## config.mk

```make
export PLATFORM = sky130hd
export DESIGN_NAME = tri_edge_walker
export DESIGN_NICKNAME = d
export VERILOG_FILES = /design/src/rtl/tri_walker_pkg.sv /design/src/rtl/tri_edge_walker_stepper.sv /design/src/rtl/tri_edge_walker.sv
export SDC_FILE = /design/constraint.sdc
export NUM_CORES = 1
export LEC_CHECK = 0
export ABC_CLOCK_PERIOD_IN_PS = 9550
export CORE_MARGIN = 2
export CORE_UTILIZATION = 30
export CTS_BUF_LIST = sky130_fd_sc_hd__clkbuf_8
export CTS_CLUSTER_SIZE = 24
export DETAILED_ROUTE_END_ITERATION = 7
export GPL_TIMING_DRIVEN = 0
export PLACE_DENSITY_LB_ADDON = 0.15
export SLEW_MARGIN = 25
export SYNTH_ARGS = -nofsm -noshare
export SYNTH_HDL_FRONTEND = slang
export SYNTH_SLANG_ARGS = --single-unit
```

## constraint.sdc

```tcl
create_clock -name clk -period 9.55 [get_ports clk]
set_input_delay 1.91 -clock clk [delete_from_list [all_inputs] [get_ports clk]]
set_output_delay 1.91 -clock clk [all_outputs]
set_load 0.02 [all_outputs]
```

## src/rtl/tri_walker_pkg.sv

```systemverilog
// Shared types and helpers for the triangle edge walker: state codes, point
// struct, width-agnostic pack/unpack and the y-descending vertex sort.
package tri_walker_pkg;

    localparam int unsigned CW_MAX = 16;
    localparam int unsigned ZW_MAX = 16;
    localparam int unsigned PW_MAX = 2 * CW_MAX + ZW_MAX;

    localparam logic [3:0] ST_IDLE   = 4'd0;
    localparam logic [3:0] ST_SORT   = 4'd1;
    localparam logic [3:0] ST_START  = 4'd2;
    localparam logic [3:0] ST_STEP   = 4'd3;
    localparam logic [3:0] ST_OUT    = 4'd4;
    localparam logic [3:0] ST_ACKW   = 4'd5;
    localparam logic [3:0] ST_RELW   = 4'd6;
    localparam logic [3:0] ST_SWITCH = 4'd7;
    localparam logic [3:0] ST_DONE   = 4'd8;

    // Points are held at the widest supported size; the walker zero-extends.
    typedef struct packed {
        logic [CW_MAX-1:0] x;
        logic [CW_MAX-1:0] y;
        logic [ZW_MAX-1:0] z;
    } point_t;

    typedef struct packed {
        point_t top;
        point_t mid;
        point_t bot;
    } tri_t;

    function automatic logic [PW_MAX-1:0] lsb_mask(input int unsigned w);
        return (PW_MAX'(1) << w) - PW_MAX'(1);
    endfunction

    function automatic point_t unpack_point(input logic [PW_MAX-1:0] v,
                                            input int unsigned cw,
                                            input int unsigned zw);
        point_t p;
        p.z = ZW_MAX'(v & lsb_mask(zw));
        p.y = CW_MAX'((v >> zw) & lsb_mask(cw));
        p.x = CW_MAX'((v >> (cw + zw)) & lsb_mask(cw));
        return p;
    endfunction

    function automatic logic [PW_MAX-1:0] pack_point(input point_t p,
                                                     input int unsigned cw,
                                                     input int unsigned zw);
        return ((PW_MAX'(p.x) & lsb_mask(cw)) << (cw + zw))
             | ((PW_MAX'(p.y) & lsb_mask(cw)) << zw)
             |  (PW_MAX'(p.z) & lsb_mask(zw));
    endfunction

    // p goes strictly before q: higher y first, then smaller x.
    function automatic logic goes_before(input point_t p, input point_t q);
        return (p.y > q.y) || ((p.y == q.y) && (p.x < q.x));
    endfunction

    // Stable three-element bubble sort, so full ties keep input order a<b<c.
    function automatic tri_t sort_vertices(input point_t a, input point_t b,
                                           input point_t c);
        point_t s0, s1, s2, t;
        tri_t   r;
        s0 = a;
        s1 = b;
        s2 = c;
        if (goes_before(s1, s0)) begin t = s0; s0 = s1; s1 = t; end
        if (goes_before(s2, s1)) begin t = s1; s1 = s2; s2 = t; end
        if (goes_before(s1, s0)) begin t = s0; s0 = s1; s1 = t; end
        r.top = s0;
        r.mid = s1;
        r.bot = s2;
        return r;
    endfunction

endpackage

```

## src/rtl/tri_edge_walker_stepper.sv

```systemverilog
// One edge interpolator: y decrements per step, x and z follow via
// error accumulators drained one dy-subtraction per cycle in parallel.
module edge_stepper #(
    parameter int unsigned CW = 8,
    parameter int unsigned ZW = 8
) (
    input  logic          clk,
    input  logic          rst,
    input  logic          load_i,
    input  logic          step_i,
    input  logic [CW-1:0] x0_i,
    input  logic [CW-1:0] y0_i,
    input  logic [ZW-1:0] z0_i,
    input  logic [CW-1:0] x1_i,
    input  logic [CW-1:0] y1_i,
    input  logic [ZW-1:0] z1_i,
    output logic [CW-1:0] x_o,
    output logic [CW-1:0] y_o,
    output logic [ZW-1:0] z_o,
    output logic          ready_c,
    output logic          at_end_c
);

    localparam int unsigned XEW = CW + 2;
    localparam int unsigned ZEW = ((CW > ZW) ? CW : ZW) + 2;

    logic [CW-1:0]  x_q, x_d, y_q, y_d, y1_q, y1_d, dy_q, dy_d, adx_q, adx_d;
    logic [ZW-1:0]  z_q, z_d, adz_q, adz_d;
    logic           sx_q, sx_d, sz_q, sz_d;
    logic [XEW-1:0] ex_q, ex_d;
    logic [ZEW-1:0] ez_q, ez_d;
    logic           x_busy, z_busy;
    logic [CW-1:0]  dy_n;

    // dy==0 means the edge is a single point and never owes a correction.
    assign x_busy   = (dy_q != '0) && (ex_q >= XEW'(dy_q));
    assign z_busy   = (dy_q != '0) && (ez_q >= ZEW'(dy_q));
    assign ready_c  = !x_busy && !z_busy;
    assign at_end_c = (y_q == y1_q);
    assign dy_n     = y0_i - y1_i;
    assign x_o      = x_q;
    assign y_o      = y_q;
    assign z_o      = z_q;

    always_comb begin
        x_d   = x_q;
        y_d   = y_q;
        z_d   = z_q;
        y1_d  = y1_q;
        dy_d  = dy_q;
        adx_d = adx_q;
        adz_d = adz_q;
        sx_d  = sx_q;
        sz_d  = sz_q;
        ex_d  = ex_q;
        ez_d  = ez_q;
        if (load_i) begin
            x_d   = x0_i;
            y_d   = y0_i;
            z_d   = z0_i;
            y1_d  = y1_i;
            dy_d  = dy_n;
            sx_d  = (x1_i < x0_i);
            sz_d  = (z1_i < z0_i);
            adx_d = (x1_i < x0_i) ? (x0_i - x1_i) : (x1_i - x0_i);
            adz_d = (z1_i < z0_i) ? (z0_i - z1_i) : (z1_i - z0_i);
            ex_d  = XEW'(dy_n >> 1);
            ez_d  = ZEW'(dy_n >> 1);
        end else if (step_i && ready_c && !at_end_c) begin
            y_d  = y_q - CW'(1);
            ex_d = ex_q + XEW'(adx_q);
            ez_d = ez_q + ZEW'(adz_q);
        end else begin
            if (x_busy) begin
                ex_d = ex_q - XEW'(dy_q);
                x_d  = sx_q ? (x_q - CW'(1)) : (x_q + CW'(1));
            end
            if (z_busy) begin
                ez_d = ez_q - ZEW'(dy_q);
                z_d  = sz_q ? (z_q - ZW'(1)) : (z_q + ZW'(1));
            end
        end
    end

    always_ff @(posedge clk or negedge rst) begin
        if (!rst) begin
            x_q   <= '0;
            y_q   <= '0;
            z_q   <= '0;
            y1_q  <= '0;
            dy_q  <= '0;
            adx_q <= '0;
            adz_q <= '0;
            sx_q  <= 1'b0;
            sz_q  <= 1'b0;
            ex_q  <= '0;
            ez_q  <= '0;
        end else begin
            x_q   <= x_d;
            y_q   <= y_d;
            z_q   <= z_d;
            y1_q  <= y1_d;
            dy_q  <= dy_d;
            adx_q <= adx_d;
            adz_q <= adz_d;
            sx_q  <= sx_d;
            sz_q  <= sz_d;
            ex_q  <= ex_d;
            ez_q  <= ez_d;
        end
    end

endmodule

```

## src/rtl/tri_edge_walker.sv

```systemverilog
// Triangle front end: sorts three vertices, walks long edge A and short edge B
// one scanline at a time and hands each endpoint pair downstream via req/ack.
module tri_edge_walker
    import tri_walker_pkg::*;
#(
    parameter  int unsigned CW = 8,
    parameter  int unsigned ZW = 8,
    localparam int unsigned PW = 2 * CW + ZW
) (
    input  logic          clk,
    input  logic          rst,
    input  logic          req_1,
    output logic          ack_1,
    input  logic [PW-1:0] point_a,
    input  logic [PW-1:0] point_b,
    input  logic [PW-1:0] point_c,
    output logic          req_2,
    input  logic          ack_2,
    output logic [PW-1:0] point_out_a,
    output logic [PW-1:0] point_out_b,
    output logic          last_pair,
    output logic          busy
);

    logic [3:0]    state_q, state_d;
    tri_t          tri_q, tri_d;
    logic          b_seg_q, b_seg_d;
    logic          step_q, step_d;
    logic          req_2_q, req_2_d, ack_1_q, ack_1_d;
    logic          last_q, last_d, busy_q, busy_d;
    logic [PW-1:0] out_a_q, out_a_d, out_b_q, out_b_d;

    logic          load_a, load_b, b_from_mid;
    logic [CW-1:0] a_x, a_y, b_x, b_y;
    logic [ZW-1:0] a_z, b_z;
    logic          a_ready, b_ready, a_at_end, b_at_end;
    point_t        cur_a, cur_b, b_start, b_end;

    assign load_a     = (state_q == ST_START);
    assign load_b     = (state_q == ST_START) || (state_q == ST_SWITCH);
    // Flat-top triangles have no top->mid segment; B starts on mid->bot.
    assign b_from_mid = (state_q == ST_SWITCH) || (tri_q.top.y == tri_q.mid.y);
    assign b_start    = b_from_mid ? tri_q.mid : tri_q.top;
    assign b_end      = b_from_mid ? tri_q.bot : tri_q.mid;

    edge_stepper #(.CW(CW), .ZW(ZW)) u_edge_a (
        .clk      (clk),
        .rst      (rst),
        .load_i   (load_a),
        .step_i   (step_q),
        .x0_i     (CW'(tri_q.top.x)),
        .y0_i     (CW'(tri_q.top.y)),
        .z0_i     (ZW'(tri_q.top.z)),
        .x1_i     (CW'(tri_q.bot.x)),
        .y1_i     (CW'(tri_q.bot.y)),
        .z1_i     (ZW'(tri_q.bot.z)),
        .x_o      (a_x),
        .y_o      (a_y),
        .z_o      (a_z),
        .ready_c  (a_ready),
        .at_end_c (a_at_end)
    );

    edge_stepper #(.CW(CW), .ZW(ZW)) u_edge_b (
        .clk      (clk),
        .rst      (rst),
        .load_i   (load_b),
        .step_i   (step_q),
        .x0_i     (CW'(b_start.x)),
        .y0_i     (CW'(b_start.y)),
        .z0_i     (ZW'(b_start.z)),
        .x1_i     (CW'(b_end.x)),
        .y1_i     (CW'(b_end.y)),
        .z1_i     (ZW'(b_end.z)),
        .x_o      (b_x),
        .y_o      (b_y),
        .z_o      (b_z),
        .ready_c  (b_ready),
        .at_end_c (b_at_end)
    );

    always_comb begin
        cur_a   = '0;
        cur_b   = '0;
        cur_a.x = CW_MAX'(a_x);
        cur_a.y = CW_MAX'(a_y);
        cur_a.z = ZW_MAX'(a_z);
        cur_b.x = CW_MAX'(b_x);
        cur_b.y = CW_MAX'(b_y);
        cur_b.z = ZW_MAX'(b_z);
    end

    // Next-state and registered-output logic.
    always_comb begin
        state_d = state_q;
        tri_d   = tri_q;
        b_seg_d = b_seg_q;
        step_d  = 1'b0;
        req_2_d = req_2_q;
        ack_1_d = ack_1_q;
        last_d  = last_q;
        busy_d  = busy_q;
        out_a_d = out_a_q;
        out_b_d = out_b_q;
        case (state_q)
            ST_IDLE: begin
                if (req_1) begin
                    tri_d.top = unpack_point(PW_MAX'(point_a), CW, ZW);
                    tri_d.mid = unpack_point(PW_MAX'(point_b), CW, ZW);
                    tri_d.bot = unpack_point(PW_MAX'(point_c), CW, ZW);
                    busy_d    = 1'b1;
                    state_d   = ST_SORT;
                end
            end
            ST_SORT: begin
                tri_d   = sort_vertices(tri_q.top, tri_q.mid, tri_q.bot);
                state_d = ST_START;
            end
            ST_START: begin
                b_seg_d = (tri_q.top.y == tri_q.mid.y);
                state_d = ST_STEP;
            end
            ST_STEP: begin
                // step_q is still being applied this cycle; ready is stale.
                if (!step_q && a_ready && b_ready) begin
                    out_a_d = PW'(pack_point(cur_a, CW, ZW));
                    out_b_d = PW'(pack_point(cur_b, CW, ZW));
                    last_d  = (a_y == CW'(tri_q.bot.y));
                    state_d = ST_OUT;
                end
            end
            ST_OUT: begin
                req_2_d = 1'b1;
                state_d = ST_ACKW;
            end
            ST_ACKW: begin
                if (ack_2) begin
                    req_2_d = 1'b0;
                    state_d = ST_RELW;
                end
            end
            ST_RELW: begin
                if (!ack_2) begin
                    if (last_q) begin
                        ack_1_d = 1'b1;
                        busy_d  = 1'b0;
                        state_d = ST_DONE;
                    end else if (!b_seg_q && b_at_end && (tri_q.mid.y != tri_q.bot.y)) begin
                        state_d = ST_SWITCH;
                    end else begin
                        step_d  = 1'b1;
                        state_d = ST_STEP;
                    end
                end
            end
            ST_SWITCH: begin
                b_seg_d = 1'b1;
                step_d  = 1'b1;
                state_d = ST_STEP;
            end
            ST_DONE: begin
                if (!req_1) begin
                    ack_1_d = 1'b0;
                    state_d = ST_IDLE;
                end
            end
            default: begin
                state_d = ST_IDLE;
            end
        endcase
    end

    always_ff @(posedge clk or negedge rst) begin
        if (!rst) begin
            state_q <= ST_IDLE;
            tri_q   <= '0;
            b_seg_q <= 1'b0;
            step_q  <= 1'b0;
            req_2_q <= 1'b0;
            ack_1_q <= 1'b0;
            last_q  <= 1'b0;
            busy_q  <= 1'b0;
            out_a_q <= '0;
            out_b_q <= '0;
        end else begin
            state_q <= state_d;
            tri_q   <= tri_d;
            b_seg_q <= b_seg_d;
            step_q  <= step_d;
            req_2_q <= req_2_d;
            ack_1_q <= ack_1_d;
            last_q  <= last_d;
            busy_q  <= busy_d;
            out_a_q <= out_a_d;
            out_b_q <= out_b_d;
        end
    end

    assign req_2       = req_2_q;
    assign ack_1       = ack_1_q;
    assign last_pair   = last_q;
    assign busy        = busy_q;
    assign point_out_a = out_a_q;
    assign point_out_b = out_b_q;

endmodule

```

# Word level (Yosys, flattened, before mapping)
# Cells that the tools add are included.
# totals
word_cells,243
ff_bits,358
# classes
addsub,28
reduce_logical,60
n_eq_ne,25
bitwise,4
order_cmp,14
mux,72
# op_table
op,n
$mux W48,9
$pmux W144 S2,1
$mux W8,24
$mux W144,1
$mux W10,12
$mux W40,2
$sub A8 B8 Y8,10
$eq A16 B16 Y1,4
$gt A16 B16 Y1,3
$lt A16 B16 Y1,3
$or A24 B16 Y24,2
$or A24 B8 Y24,2
$sub A8 B1 Y8 const B,6
$add A10 B8 Y10,4
$ge A10 B8 Y1,4
$sub A10 B8 Y10,4
$add A8 B1 Y8 const B,4
$lt A8 B8 Y1,4
$pmux W4 S8,1
$eq A8 B8 Y1,3
$mux W4,6
$reduce_bool A2 Y1,11
$ne A2 B2 Y1 const B,9
$logic_and A1 B1 Y1,17
other kinds (18),57

# Depth between registers and ports, before layout
# logic_depth
ltp_word,15
depth_mapped,40
mapped_depth_nobuf,34

# Modules after synthesis
# A second synthesis with hierarchy kept.
# hier_totals
cells_unflattened,3192
area_unflattened_um2,27565.2
# by_module_without_submodules
mod,instances,cells_each,seq_area_each_um2,area_per_inst_um2
tri_edge_walker,1,1525,4454.3,13266.5
edge_stepper at u_edge_b,1,864,1951.9,7335.8
edge_stepper at u_edge_a,1,803,1951.9,6962.9

# Least setup slack after synthesis
# Ideal clock, no wire load.
# synth_timing
path_type,register to register
startpoint,register tri_q[113] (netlist bit)
endpoint,register tri_q[54] (netlist bit)
period_less_slack_ns,7.598
t_arrival_ns,7.451
n_path_buf,6
required_time_ns,9.403
stages_incl_launch_ff,36
setup_time_ns,0.147
slack_ns,1.952
path_cell_list,dfrtp_1 inv_1 ha_1 nand4_1 nor4_4 o21ai_2 o21ai_0 clkbuf_1 clkbuf_1 nor2_1 a21oi_1 ha_1 a21o_1 a21o_1 a221o_1 a2111o_1 nor2_1 o211ai_1 o21ai_0 mux2i_1 buf_4 buf_2 o21ai_0 inv_1 ha_1 nand4_1 or2_2 or3_1 a211oi_1 o21ai_0 a211o_1 nand3_1 o31a_1 buf_2 buf_1 a221oi_1
# synth_via
elab_chain_len,15
# synth_rtl
item,line,rtl
from (decl),tri_edge_walker.sv:26,"tri_t tri_q, tri_d;"
from (signal assigned),tri_edge_walker.sv:187,tri_q <= tri_d;
"parallel branches: the longest is 13 deep, another holds $gt A16 B16 Y1",-,
$mux W48 *,tri_walker_pkg.sv:69,"if (goes_before(s1, s0)) begin t = s0; s0 = s1; s1 = t; end"
$pmux W144 S2 *,tri_edge_walker.sv:105,case (state_q)
# Mark *: on every way between the ends. The select of a mux whose other input is x is not followed.
# A chain may end at the register's enable or synchronous reset.

# Worst setup path in the final report
# layout_timing
startpoint,register tri_q[113] (netlist bit)
endpoint,register tri_q[135] (netlist bit)
# The elaborated chain is that of the path after synthesis.

==> results.yml <==
setup_path:
  critical_path_required_ns: 10.13
  timing_worst_setup_path_type: "reg -> reg"
  reg2reg_slack_ns: 0.46
  cp-startpoint: "tri_q[113]$_DFFE_PN0P_"
  critPathSlowestCell: "sky130_fd_sc_hd__or3_4"
  critical_r2r_capture: "tri_q[135]$_DFFE_PN0P_"
  reg2reg_depth: 39
  critPathMostFrequentCell: "sky130_fd_sc_hd__buf_4"
  cp-start-kind: "register"
  worst-endpoint-arrival_ns: 9.66
  regToRegStartpoint: "tri_q[113]$_DFFE_PN0P_"
  worstSetupEndpointType: "register"
  critPathMaxStageDelay_ns: 0.46
  critical_path_peak_fanout: 10
place:
  gp_congestion: 0.8953
  hpwl_um: 77320
  dpl_cell_area_um2: 28470
  place.port_buffers: 127
final_layout:
  final_common_cell: "sky130_fd_sc_hd__nand2_1"
  finalNetCount: 3497
  fillCellCount: 8973
  areaGrowthSynthToFinish_pct: 17.82
  stdcell_area_um2: 30210
  multi_input_area_um2: 15910
  sequential_cell_area_um2: 8368
  mostFrequentLayoutCells: "341 x sky130_fd_sc_hd__nand2_1, 326 x sky130_fd_sc_hd__dfrtp_1, 254 x sky130_fd_sc_hd__ha_1"
  layout-drive-gt1-share_pct: 10.10
grt:
  antenna_violations_before_repair: 1
  globalRoute.totalOverflow: 0
  grt_use_total_pct: 22.48
  maximum_number_of_pins_on_one_net_before_global_route_repair: 78
  via_count_of_the_first_global_routing_pass: 22673
  grt_pass1_wl_um: 147100
sta:
  unrepaired_setup_endpoints_after_global_routing: "false"
  post-route-min-period_ns: 9.089
  timing_max_transition_violations_final: 0
  timing.setup.tns_ns: 0
  final.period_utilization_pct: 95.17
  final-setup-viol-count: 0
  timing.final.hold_violations: 0
  worst_margin_pin_slew_ns: 1.074
  max_clock_freq_mhz: 110.0
  clock-skew-final_ns: 0.04756
  max-slew-margin-rel_pct: 27.66
worst_hold_path:
  min_delay_worst_endpoint: "tri_q[142]$_DFFE_PN0P_"
  min_delay_path_depth: 2
  hp-class: "reg -> reg"
  min_from: "tri_q[142]$_DFFE_PN0P_"
logic_synthesis:
  total_of_flip_flops_plus_latches_after_synthesis: 334
  synthesis.nets: 3286
  synth-seq-area-share_pct: 32.60
  syn_avg_cell_area_um2: 8.738
  synth_warnings: 0
  syn_inst: 2934
  synth.lib_cells_used.distinct: 76
  synthesis.area_um2: 25640
  edff_count_synth: 0
  ys_dominant_reg_cell: "sky130_fd_sc_hd__dfrtp_1"
  asyncSetResetFlopFracSynth_pct: 100.0
route:
  wirelength_um: 98700
  routed_wire_length_per_instance_um: 22.72
  detailedRoute.firstIterationViolations: 1683
  drt-vias-per-instance: 5.229
  detailroute.via_count: 22716
  antenna_left: 0
  drcViolationCount: 0
  first_pass_iters: 6
job:
  drv_cap: 0
clock_tree:
  clk_root_buffer_cell: "sky130_fd_sc_hd__clkbuf_8"
  cts_sinks: 334
  cts_tree: "built"
  clk_pin_slew_ns: 0.05
  clk-insertion-delay-late_ns: 0.72
  cts_inserted_buffers: 71
  cts-root-to-sink-buffers: 3
  ctsHoldBuffers: 0
  htree_levels: 3
die:
  fp-row-count: 107
  die_h_um: 296.3
  die_footprint_um2: 87810
  die_x_um: 296.3
  core_area_um2: 84880
  i_o_pin_count: 128
  initial_utilization_pct: 30.20
run_status:
  status: "completed"
cells by family after synthesis:
| family | share of synthesized area [%] |
|---|---|
| buffers and inverters | 5.656 |
| AOI/OAI and AO/OA | 21.45 |
| xor gates and xnor gates | 5.295 |
| DFF | 32.60 |
| muxes | 6.750 |
| adders and majority gates | 14.16 |
| and+or+nand+nor | 14.09 |
through the flow:
stage	std cells	setup slack (ns)	utilization, %	hold slack (ns)
2_1_floorplan	2934	1.952	-	0.4428
3_3_place_gp	4205	-10.19	33.39	0.4687
3_5_place_dp	4209	-1.435	33.54	0.4712
4_1_cts	4340	0.01442	35.49	0.4831
5_1_grt	4344	0.009921	35.59	0.5063
6_report	4344	0.4614	35.59	0.4832
registers in the layout, summed over array words and instances (netlist names), 10 cells and up:
signal         flops
point_out_a       24
point_out_b       24
tri_q            120
u_edge_a.ex_q     10
u_edge_a.ez_q     10
u_edge_b.ex_q     10
u_edge_b.ez_q     10
timing repair:
action / 4_1_cts / 5_1_grt
pin swaps: 2 / 0
hold endpoints to repair: 0 / 0
gates resized for setup: 33 / 33
endpoints found under the setup margin: 80 / 80
buffers inserted: 4 / 3
gates cloned: 0 / 0
synth_stat cells, types with 18 or more instances:
master                       n  area, um2
sky130_fd_sc_hd__fa_1       22      440.4
sky130_fd_sc_hd__o211ai_1   19      142.6
sky130_fd_sc_hd__mux2_2     75      844.6
sky130_fd_sc_hd__a21oi_1   204       1021
sky130_fd_sc_hd__mux2i_1    87      870.8
sky130_fd_sc_hd__nor2b_1    50      312.8
sky130_fd_sc_hd__o21ai_0   233       1166
sky130_fd_sc_hd__nand3_1    37      185.2
sky130_fd_sc_hd__a221oi_1   18      157.7
sky130_fd_sc_hd__dfrtp_1   334       8358
sky130_fd_sc_hd__o221ai_1   35      306.5
sky130_fd_sc_hd__o221a_2    23      259.0
sky130_fd_sc_hd__nand2_1   341       1280
sky130_fd_sc_hd__nand4_1    32      200.2
sky130_fd_sc_hd__o21a_1     40      300.3
sky130_fd_sc_hd__a211oi_1   27      202.7
sky130_fd_sc_hd__xor2_1     61      534.3
sky130_fd_sc_hd__nor3_1     37      185.2
sky130_fd_sc_hd__inv_1     219      822.0
sky130_fd_sc_hd__ha_1      254       3178
sky130_fd_sc_hd__o221ai_2   20      300.3
sky130_fd_sc_hd__a21o_1     77      578.1
sky130_fd_sc_hd__nor2_1    217      814.5
sky130_fd_sc_hd__xnor2_1    94      823.3
sky130_fd_sc_hd__nand2b_1   29      181.4
sky130_fd_sc_hd__a31oi_1    26      162.7
sky130_fd_sc_hd__clkbuf_1  114      427.9
layout make-up:
type	count	share of cell area, %
Multi-Input combinational cell	2232	52.68
Sequential cell	334	27.70
Timing Repair Buffer	138	4.763
Tap cell	1144	4.739
Clock buffer	100	4.556
Inverter	219	2.734
Buffer	149	2.175
Clock inverter	27	0.6379
Antenna cell	1	0.008284
worst max path at each step:
stage                                         to  slack (ns)
after floorplan            tri_q[54]$_DFFE_PN0P_        1.95
after detailed placement  tri_q[135]$_DFFE_PN0P_       -1.43
after CTS                 tri_q[135]$_DFFE_PN0P_        0.01
final                     tri_q[135]$_DFFE_PN0P_        0.46
after global routing      tri_q[135]$_DFFE_PN0P_        0.01
after global placement    tri_q[120]$_DFFE_PN0P_      -10.19
critical path, delay by kind of cell, from the launching register on:
kind	cells	cell delay (ns)
AOI/OAI and AO/OA	14	3.18
adders and majority gates	3	0.90
buffers and inverters	9	2.10
DFF	1	0.45
muxes	1	0.25
and+or+nand+nor	12	2.02
layer usage:
layer | wire (um) | global-route usage, % | vias to the layer above
li1 | - | - | 10852
met1 | 45180 | 30.75 | 11084
met2 | 44870 | 35.94 | 626
met3 | 4997 | 3.332 | 154
met4 | 3650 | 8.118 | 0
met5 | 0 | 0 | -
Power is not shown: default switching activity piles up to over one toggle a cycle in this logic, so the estimate is an artifact.
